File: src/rtl/friscv_bomba_driver.sv
// Pump driver for one Frisc-V dispenser pump: accepts a 4-phase request, pours a timed dose, then acknowledges or flags an empty reservoir.
// Optional soft-start PWM ramp is enabled by defining BOMBA_RAMP_EN.
module friscv_bomba_driver #(
  parameter int TICK_DIV = 50000,
  parameter int RAMP_INC = 16
) (
  input  logic        clock,
  input  logic        reset,
  input  logic        ativa_bomba,
  input  logic [15:0] dose_ms,
  input  logic        sensor_vazio,
  output logic        bomba_pwm,
  output logic        bomba_ocupada,
  output logic        dose_concluida,
  output logic        erro_vazio
);

  localparam int PW = (TICK_DIV > 1) ? $clog2(TICK_DIV) : 1;
  localparam logic [PW-1:0] PRESC_LAST = PW'(TICK_DIV - 1);

  typedef enum logic [1:0] {IDLE, POUR, DONE, FAULT} state_t;

  state_t        state, next_state;
  logic          vazio_meta, vazio_s;
  logic          armed;
  logic          accept;
  logic          tick;
  logic [PW-1:0] presc;
  logic [15:0]   restante;

  // NOTE: sequential state uses non-blocking assignments so every flop samples pre-edge values.
  always_ff @(posedge clock or negedge reset) begin
    if (!reset) begin
      vazio_meta <= 1'b0;
      vazio_s    <= 1'b0;
    end else begin
      vazio_meta <= sensor_vazio;
      vazio_s    <= vazio_meta;
    end
  end

  assign tick = (state == POUR) && (presc == PRESC_LAST);

  // NOTE: defaults first so every path assigns every signal and no latch is inferred.
  always_comb begin
    next_state = state;
    accept     = 1'b0;
    case (state)
      IDLE: begin
        if (ativa_bomba && armed) begin
          if (vazio_s)              next_state = FAULT;
          else if (dose_ms == 16'd0) next_state = DONE;
          else begin
            next_state = POUR;
            accept     = 1'b1;
          end
        end
      end
      POUR: begin
        // Abort beats fault, fault beats completion.
        if (!ativa_bomba)                      next_state = IDLE;
        else if (vazio_s)                      next_state = FAULT;
        else if (tick && (restante == 16'd1))  next_state = DONE;
      end
      DONE, FAULT: begin
        if (!ativa_bomba) next_state = IDLE;
      end
      default: next_state = IDLE;
    endcase
  end

  // A request only counts once the line has been seen low while idle.
  always_ff @(posedge clock or negedge reset) begin
    if (!reset) begin
      state    <= IDLE;
      armed    <= 1'b0;
      presc    <= '0;
      restante <= 16'd0;
    end else begin
      state <= next_state;
      if (state != IDLE)     armed <= 1'b0;
      else if (!ativa_bomba) armed <= 1'b1;

      if (accept) begin
        presc    <= '0;
        restante <= dose_ms;
      end else if (state == POUR) begin
        presc <= tick ? '0 : presc + 1'b1;
        if (tick && (restante != 16'd0)) restante <= restante - 16'd1;
      end
    end
  end

`ifdef BOMBA_RAMP_EN
  logic [7:0] pwm_cnt;
  logic [7:0] duty, duty_nxt;
  logic [8:0] duty_sum;

  assign duty_sum = {1'b0, duty} + 9'(RAMP_INC);

  always_comb begin
    duty_nxt = duty;
    if (accept)    duty_nxt = 8'd0;
    else if (tick) duty_nxt = duty_sum[8] ? 8'hFF : duty_sum[7:0];
  end

  always_ff @(posedge clock or negedge reset) begin
    if (!reset) begin
      pwm_cnt <= 8'd0;
      duty    <= 8'd0;
    end else begin
      pwm_cnt <= pwm_cnt + 8'd1;
      duty    <= duty_nxt;
    end
  end

  // Saturated duty forces a solid-on gate instead of a 255/256 waveform.
  logic pwm_level;
  assign pwm_level = (duty_nxt == 8'hFF) || (pwm_cnt < duty_nxt);
`else
  logic pwm_level;
  assign pwm_level = 1'b1;
`endif

  // Outputs are registered from next_state so they move on the same edge as the state.
  always_ff @(posedge clock or negedge reset) begin
    if (!reset) begin
      bomba_pwm      <= 1'b0;
      bomba_ocupada  <= 1'b0;
      dose_concluida <= 1'b0;
      erro_vazio     <= 1'b0;
    end else begin
      bomba_pwm      <= (next_state == POUR) && pwm_level;
      bomba_ocupada  <= (next_state == POUR);
      dose_concluida <= (next_state == DONE);
      erro_vazio     <= (next_state == FAULT);
    end
  end

endmodule

File: config.mk
export PLATFORM = sky130hd
export DESIGN_NAME = friscv_bomba_driver
export DESIGN_NICKNAME = d
export VERILOG_FILES = /design/src/rtl/friscv_bomba_driver.sv
export SDC_FILE = /design/constraint.sdc
export NUM_CORES = 1
export LEC_CHECK = 0
export ABC_AREA = 1
export CAP_MARGIN = 20
export CORE_MARGIN = 10
export CORE_UTILIZATION = 40
export DETAILED_ROUTE_END_ITERATION = 8
export GPL_ROUTABILITY_DRIVEN = 0
export PLACE_DENSITY = 0.7
export RECOVER_POWER = 25
export SYNTH_ARGS = -nofsm -noshare
export SYNTH_HDL_FRONTEND = slang
export SYNTH_SLANG_ARGS = --single-unit
File: constraint.sdc
create_clock -name clock -period 1.4 [get_ports clock]
set_input_delay 0.35 -clock clock [delete_from_list [all_inputs] [get_ports clock]]
set_output_delay 0.35 -clock clock [all_outputs]
set_load 0.01 [all_outputs]
After elaboration in Yosys (flattened, before gate mapping)
Cells that the tools add are included.
- output and inout bits: 4
- bits of input ports: 20
- register bits after elaboration: 40
- eq/ne operators: 9
- reduce and logical (&&, ||, !) cells: 12
- add/subtract/negate cells: 2
- multiplexer cells: 20
- operators with widths (kind ; count):
    $mux W16 ; 6
    $add A16 B1 Y16 const B ; 1
    $eq A16 B1 Y1 const B ; 1
    $eq A16 B16 Y1 const B ; 1
    $logic_not A16 Y1 ; 1
    $reduce_bool A16 Y1 ; 1
    $sub A16 B1 Y16 const B ; 1
    $mux W2 ; 7
    $eq A2 B2 Y1 const B ; 4
    $mux W1 ; 6
    $pmux W2 S3 ; 1
    $reduce_bool A2 Y1 ; 3
    $eq A2 B1 Y1 const B ; 2
    $logic_and A1 B1 Y1 ; 4
    $logic_not A2 Y1 ; 1
    $ne A2 B1 Y1 const B ; 1
    $reduce_and A2 Y1 ; 1
    $reduce_or A2 Y1 ; 1

Depth between registers and ports, before layout
Gate-level depths: netlist of the first run.
- word-level depth: 8
- mapped depth: 12
- mapped depth without buffers: 12

Least setup slack after synthesis of the first run
No wires, ideal clock.
- kind: reg-to-reg
- start: register presc[0]
- end: register restante[11]
- stages on the path, launching flop included: 10
- data arrival time: 1.350 ns
- path buffers: 1
- library setup time: 0.118 ns
- setup slack: -0.068 ns
- path through: dfrtp_1 > ha_1 > nand2_2 > nor2_8 > nand3b_1 > nor2_2 > nand2_4 > buf_6 > o21ai_2 > nand2_1
- longest elaborated chain between the ends: 5
- ends and longest elaborated chain (element ; line ; source):
    start: declaration ; 28 ; logic [PW-1:0] presc;
    start signal: assignment ; 88 ; presc <= tick ? '0 : presc + 1'b1;
    $eq A16 B16 Y1 ; 42 ; assign tick = (state == POUR) && (presc == PRESC_LAST);
    $logic_and A1 B1 Y1 ; 42 ;
    $logic_and A1 B1 Y1 ; 89 ; if (tick && (restante != 16'd0)) restante <= restante - 16'd1;
    $reduce_bool A2 Y1 (no source line) ; n/a ;
    $reduce_and A2 Y1 (no source line) ; n/a ;
    end signal: assignment ; 86 ; restante <= dose_ms;
    end signal: assignment ; 89 ;
    end: declaration ; 29 ; logic [15:0] restante;
Every way passes these cells.
A chain may end at the register's enable or synchronous reset.

Worst setup path after layout of the first run
- start: register presc[1]
- end: register restante[13]
The elaborated chain is that of the path after synthesis.

==> results of run 1 <==
==> registers in the layout, summed over array words and instances, names as in the netlist <==
signal and count:
bomba_ocupada 1, erro_vazio 1, presc 16, dose_concluida 1
vazio_meta 1, state 2, armed 1, restante 16
vazio_s 1
==> cell usage after synthesis (2+ instances only) <==
| library cell | count |
|---|---|
| sky130_fd_sc_hd__nand2_1 | 116 |
| sky130_fd_sc_hd__nor2_1 | 50 |
| sky130_fd_sc_hd__inv_1 | 42 |
| sky130_fd_sc_hd__dfrtp_1 | 40 |
| sky130_fd_sc_hd__nand3_1 | 37 |
| sky130_fd_sc_hd__o21ai_0 | 16 |
| sky130_fd_sc_hd__nand2_2 | 8 |
| sky130_fd_sc_hd__nand3_2 | 8 |
| sky130_fd_sc_hd__xor2_1 | 8 |
| sky130_fd_sc_hd__o22ai_1 | 6 |
| sky130_fd_sc_hd__inv_2 | 5 |
| sky130_fd_sc_hd__nor2_2 | 5 |
| sky130_fd_sc_hd__a21oi_1 | 4 |
| sky130_fd_sc_hd__ha_1 | 4 |
| sky130_fd_sc_hd__nand4_1 | 4 |
| sky130_fd_sc_hd__nor2_4 | 4 |
| sky130_fd_sc_hd__nor3_1 | 4 |
| sky130_fd_sc_hd__o21ai_1 | 4 |
| sky130_fd_sc_hd__buf_4 | 3 |
| sky130_fd_sc_hd__buf_6 | 2 |
| sky130_fd_sc_hd__nand3b_1 | 2 |
| sky130_fd_sc_hd__nor3_2 | 2 |
==> per-stage QoR <==
stage                     power [mW]  setup slack, ps  TNS [ps]  utilization (%)
after floorplan                 3.72            -65.6      -621                -
after global placement          5.35             -475    -15580             57.3
after detailed placement        5.48             -513    -16930             57.3
after CTS                       6.42             -149     -3760             61.0
after global routing            7.30             -263     -7160             64.0
final                           6.78             -169     -4020             64.0
==> report_power, final <==
| group | internal (mW) | switching [mW] |
|---|---|---|
| Combinational | 1.94 | 2.18 |
| Clock | 0.340 | 0.415 |
| Sequential | 1.60 | 0.306 |
==> cells by family after synthesis <==
kind of cell | Yosys count | share of synthesized area, %
compound gates | 31 | 6.25
flops | 40 | 37.6
simple gates | 244 | 42.8
buf+inv | 53 | 8.51
xor+xnor | 9 | 2.96
fa+ha+maj | 4 | 1.88
==> metal layers <==
metal  GRT usage (%)  wire (um)
met1            17.5       3300
met2            25.5       3870
met3            3.00        319
met4            4.40        123
met5               0          0
==> worst reg2reg max path: stages (launching register included) <==
cell                       delay (ps)
sky130_fd_sc_hd__dfrtp_1          360
sky130_fd_sc_hd__ha_2             210
sky130_fd_sc_hd__nand2_4           80
sky130_fd_sc_hd__nor2_8           120
sky130_fd_sc_hd__nand3b_1         140
sky130_fd_sc_hd__nor2_4           150
sky130_fd_sc_hd__nand2_4          130
sky130_fd_sc_hd__buf_6            160
sky130_fd_sc_hd__nand3_2           60
sky130_fd_sc_hd__nand3_2           60
==> final cells by class <==
type,count,area [um2],area share [%]
flip-flops and latches,40,1000,24.4
clock inverters,1,5.00,0.122
clock buffers,6,72.6,1.77
inverters,47,186,4.54
multi-input cells,289,1740,42.2
well taps,77,96.3,2.34
repair buffers,121,1010,24.6
==> worst paths after layout <==
kind	depth (start not counted)	from	slack, ps	endpoint
worst max-delay path	9	presc[1]	-170	restante[13]
worst min-delay path	2	reset	290	presc[9]
worst max register to register	9	presc[1]	-170	restante[13]
worst min register to register	0	vazio_meta	360	vazio_s
max in group asynchronous	2	reset	470	vazio_s
min in group clock	3	dose_ms[10]	340	restante[10]
==> repair_timing <==
action / 4_1_cts / 5_1_grt
pin swaps: 9 / 26
gates resized for setup: 50 / 54
gates cloned: 1 / 0
setup buffers: 4 / 1
setup endpoints to repair: 41 / 37
==> metrics.txt, run 1 <==
run status finished with violations; failing checks setup timing; clock tree from TritonCTS yes; share of post-route cells with drive strength above 1 40.1%; category of the worst setup path launch point flop; final number of hold-violating endpoints 0; DRT Pass-1 Iters 5; Root Driver sky130_fd_sc_hd__clkbuf_8; Core Area 6420 um2; Num CTS Buffers 5; worst-path fanout max 7; combined buffer and inverter count along the critical path 1; arrival time at the worst endpoint between 1500 and 2000 ps; Worst Tran Pin Value 1020 ps; number of filler cells placed in the layout ~540; Pwr Density 1650 nW/um2; Final Max Slew Viols 0; largest stage delay on the critical path 360 ps; Setup Viol. Count Final 37; library cell occupying the most area in the post-synthesis netlist sky130_fd_sc_hd__dfrtp_1; instance area after placement 3680 um2; Final min period 1570 ps; Setup WS post-layout -169 ps; Yosys warnings 0; pin count of the biggest net entering global routing 41; Skew-Pair Late Insertion Delay 300 ps; Final Instance Count excl. Fillers 581; most frequent standard cell in the layout excluding fill and tap cells sky130_fd_sc_hd__nand2_1; CP max-delay cell sky130_fd_sc_hd__dfrtp_1; netlist area before placement 2660 um2; Post-CTS Hold Fix Bufs 0; number of maximum-capacitance violations 0; overall overflow remaining after global route 0; data required time of the critical path roughly 1600 ps; proportion of register bits with asynchronous set or reset after synthesis 100%; global-route wire length before repair between 10000 and 15000 um; wire per inst 13.1 um; via count of the first global-routing pass ~2800; effective utilization at floorplan about 41%; count of standard-cell rows 29; sequential cell area fraction in the yosys report between 30% and 40%; leakage component of the power ~2 nW; Seq cells post-synth 40; post-synth top area share around 38%; synthesized instance count 381; clock input transition at the sequential cells of the worst setup and hold paths roughly 80 ps; kind of cell adding the most delay to the critical path simple AND/OR/NAND/NOR gates; finished layout cell area 4110 um2; total instance count after detailed placement 568; Die X 102 um; critical path, cell by cell ha_2 > nand2_4 > nor2_8 > nand3b_1 > nor2_4 > nand2_4 > buf_6 > nand3_2 > nand3_2; ratio of final minimum period to clock period 112%; I/O pin count 24; vias per inst 4.99; maximum level of the CTS H-tree 2; DRC violations left 0; type of the worst setup path flop to flop; Clock Sinks 40; kind of end point of the critical path flop; relative max-transition margin 32.1%; Final Net Count 528; count of buffers inserted at the top-level ports 23; Post-Route Skew 12.8 ps; total nets after synthesis 405; post-detailed-routing wire length approximately 7600 um; floorplan die area 10300 um2; synthesis-to-finish area growth 54.4%; per-instance average area after synthesis 6.99 um2; leading cell types in the layout, fill and taps excluded sky130_fd_sc_hd__nand2_1, sky130_fd_sc_hd__buf_4, sky130_fd_sc_hd__dfrtp_1; kind of path behind the tightest hold check input port to asynchronous set/reset pin; maximum buffer depth of the clock tree 2; number of antenna violations at the first check in global routing 0; count of antenna-violating nets left after detailed routing 0; DRC marker count from the first detailed-route iteration roughly 130; DP HPWL 5620 um; antenna fix cells 0; cell types with the largest area share after synthesis sky130_fd_sc_hd__dfrtp_1, sky130_fd_sc_hd__nand2_1, sky130_fd_sc_hd__nor2_1; Vias around 2900; dominant register cell in the synthesized netlist sky130_fd_sc_hd__dfrtp_1; peak clock frequency supported by timing 0.637 GHz; GR Util All Layers 14.6%; IR Drop Worst-Case VDD between 700 and 800 uV; number of flops mapped to enable cells by yosys 0; y dimension of the die 102 um; post-route worst hold slack 293 ps; synth unique cells 29; unrepaired setup endpoints after global routing yes
Power figures use the tool's default switching activity.
==> inputs of run 2 (changes only) <==
--- a/config.mk
+++ b/config.mk
@@ -8,10 +8,10 @@
 export ABC_AREA = 1
 export CAP_MARGIN = 20
 export CORE_MARGIN = 10
-export CORE_UTILIZATION = 40
+export CORE_UTILIZATION = 28
 export DETAILED_ROUTE_END_ITERATION = 8
 export GPL_ROUTABILITY_DRIVEN = 0
-export PLACE_DENSITY = 0.7
+export PLACE_DENSITY = 0.55
 export RECOVER_POWER = 25
 export SYNTH_ARGS = -nofsm -noshare
 export SYNTH_HDL_FRONTEND = slang
==> metrics.txt, run 2 (synthesized netlist as in run 1, its figures left out) <==
run status finished with violations; crit path launch presc[0]; Post-Route Skew 8.12 ps; DRC marker count from the first detailed-route iteration 86; antenna fix cells 0; overall overflow remaining after global route 0; leakage component of the power 2.16 nW; most frequent standard cell in the layout excluding fill and tap cells sky130_fd_sc_hd__nand2_1; critical path, cell by cell ha_4 > nand2_4 > nor2_8 > nand3b_1 > nor2_4 > nand2_4 > buf_12 > o21ai_2 > nand2_1; Skew-Pair Late Insertion Delay roughly 300 ps; leading cell types in the layout, fill and taps excluded sky130_fd_sc_hd__nand2_1, sky130_fd_sc_hd__buf_4, sky130_fd_sc_hd__dfrtp_1; I/O pin count 24; data required time of the critical path 1600 ps; vias per inst roughly 4.4; maximum buffer depth of the clock tree 2; kind of path behind the tightest hold check input port to asynchronous set/reset pin; kind of end point of the critical path flop; top layer used by detailed routing met4; Pwr Density between 1500 and 2000 nW/um2; maximum level of the CTS H-tree 2; most numerous cell on the critical path sky130_fd_sc_hd__nand2_4; DRT Pass-1 Iters 5; DP HPWL 5610 um; via count of the first global-routing pass 2877; count of antenna-violating nets left after detailed routing 0; wire per inst 11.8 um; synthesis-to-finish area growth 65.8%; wire length on met1 3450 um; y dimension of the die 117 um; Setup WS post-layout -177 ps; flop2flop setup slack -180 ps; finished layout cell area 4410 um2; instance area after placement roughly 3800 um2; unrepaired setup endpoints after global routing yes; final number of hold-violating endpoints 0; cell count of the worst reg-to-reg path 9; Root Driver sky130_fd_sc_hd__clkbuf_8; worst slack after detailed placement -629 ps; number of maximum-capacitance violations 0; logic depth of the worst setup path including buffers 9; Num CTS Buffers 5; Reg2Reg Launch Point presc[0]; Final Net Count 542; detailed-routed wire length on met3 211 um; clock tree from TritonCTS yes; GR Util All Layers 10.9%; count of standard-cell rows 35; Routed met2 length between 3000 and 4000 um; biggest registers after layout presc (16), restante (16), state (2); count of buffers inserted at the top-level ports 23; worst flop-to-flop path endpoint restante[11]; pin count of the biggest net entering global routing 41; ratio of final minimum period to clock period 113%; share of post-route cells with drive strength above 1 43.2%; failing checks setup timing; global-route wire length before repair 13000 um; clock input transition at the sequential cells of the worst setup and hold paths 90 ps; Core Area 9240 um2; combined buffer and inverter count along the critical path 1; arrival time at the worst endpoint 1780 ps; kind of cell adding the most delay to the critical path simple AND/OR/NAND/NOR gates; Vias 2860; capture point of the worst path restante[11]; number of antenna violations at the first check in global routing 0; DRC violations left 0; Final min period 1580 ps; floorplan die area 13800 um2; category of the worst setup path launch point flop; IR Drop Worst-Case VDD 808 uV; effective utilization at floorplan between 20% and 30%; Clock Sinks 40; CP max-delay cell sky130_fd_sc_hd__dfrtp_1; post-detailed-routing wire length 7680 um; worst-path fanout max 6; Final Max Slew Viols 0; Die X 117 um; relative max-transition margin around 30%; largest stage delay on the critical path roughly 400 ps; Setup Viol. Count Final 36; peak clock frequency supported by timing 0.634 GHz; post-route worst hold slack approximately 310 ps; Worst Tran Pin Value 1040 ps; type of the worst setup path flop to flop
## run 2: cell count changes in the layout (fill, tap and decap cells not counted), moves of 4 or more
| cell | change |
|---|---|
| sky130_fd_sc_hd__buf_4 | +11 |
| sky130_fd_sc_hd__dlygate4sd2_1 | +6 |
| sky130_fd_sc_hd__nand3_1 | -5 |
| sky130_fd_sc_hd__clkdlybuf4s50_1 | -4 |
| sky130_fd_sc_hd__nand3_2 | +4 |
## run 2: how the worst min path moves through the flow
stage | endpoint
floorplan | armed
global placement | presc[13]
detailed placement | vazio_s
CTS | presc[7]
global route | vazio_s
finish | presc[7]
## run 2: worst reg2reg max path: stages, from the launching register on
cell and delay (ps):
sky130_fd_sc_hd__dfrtp_1 400, sky130_fd_sc_hd__ha_4 170, sky130_fd_sc_hd__nand2_4 70, sky130_fd_sc_hd__nor2_8 100, sky130_fd_sc_hd__nand3b_1 120, sky130_fd_sc_hd__nor2_4 160, sky130_fd_sc_hd__nand2_4 130, sky130_fd_sc_hd__buf_12 170
sky130_fd_sc_hd__o21ai_2 100, sky130_fd_sc_hd__nand2_1 60
## run 2: power by group
group | total [mW] | switching, mW | internal [mW]
combinational | 4.28 | 2.15 | 2.13
clock | 0.980 | 0.450 | 0.530
sequential | 1.95 | 0.348 | 1.60
total | 7.21 | 2.95 | 4.26
## run 2: routing by layer
| layer | GRT usage (%) | vias to the layer above |
|---|---|---|
| li1 | - | 1477 |
| met3 | 2.35 | 5 |
| met4 | 1.85 | 0 |
| met1 | 13.1 | 1341 |
| met2 | 19.4 | 37 |
| met5 | 0 | - |
## run 2: final cells by class
cell class	count	area [um2]
fillers	902	4830
multi-input cells	289	1790
repair buffers	135	1160
flip-flops and latches	40	1000
inverters	47	186
well taps	129	161
clock buffers	6	72.6
clock inverters	2	35.0
## run 2: repair_timing
item                                    4_1_cts  5_1_grt
endpoints found under the setup margin       41       37
setup buffers                                 8        8
hold buffers                                  0        0
gates cloned                                  2        0
gates resized for setup                      55       66
pin swaps                                    22       19
## run 2: stage by stage
| step | power [mW] | TNS [ps] | utilization (%) | cells |
|---|---|---|---|---|
| after global routing | 7.82 | -7470 | 47.8 | 648 |
| after floorplan | 3.72 | -621 | - | 381 |
| final | 7.21 | -3630 | 47.8 | 648 |
| after CTS | 6.80 | -3880 | 44.6 | 640 |
| after detailed placement | 5.42 | -20530 | 40.9 | 622 |
| after global placement | 5.38 | -19360 | 40.9 | 622 |
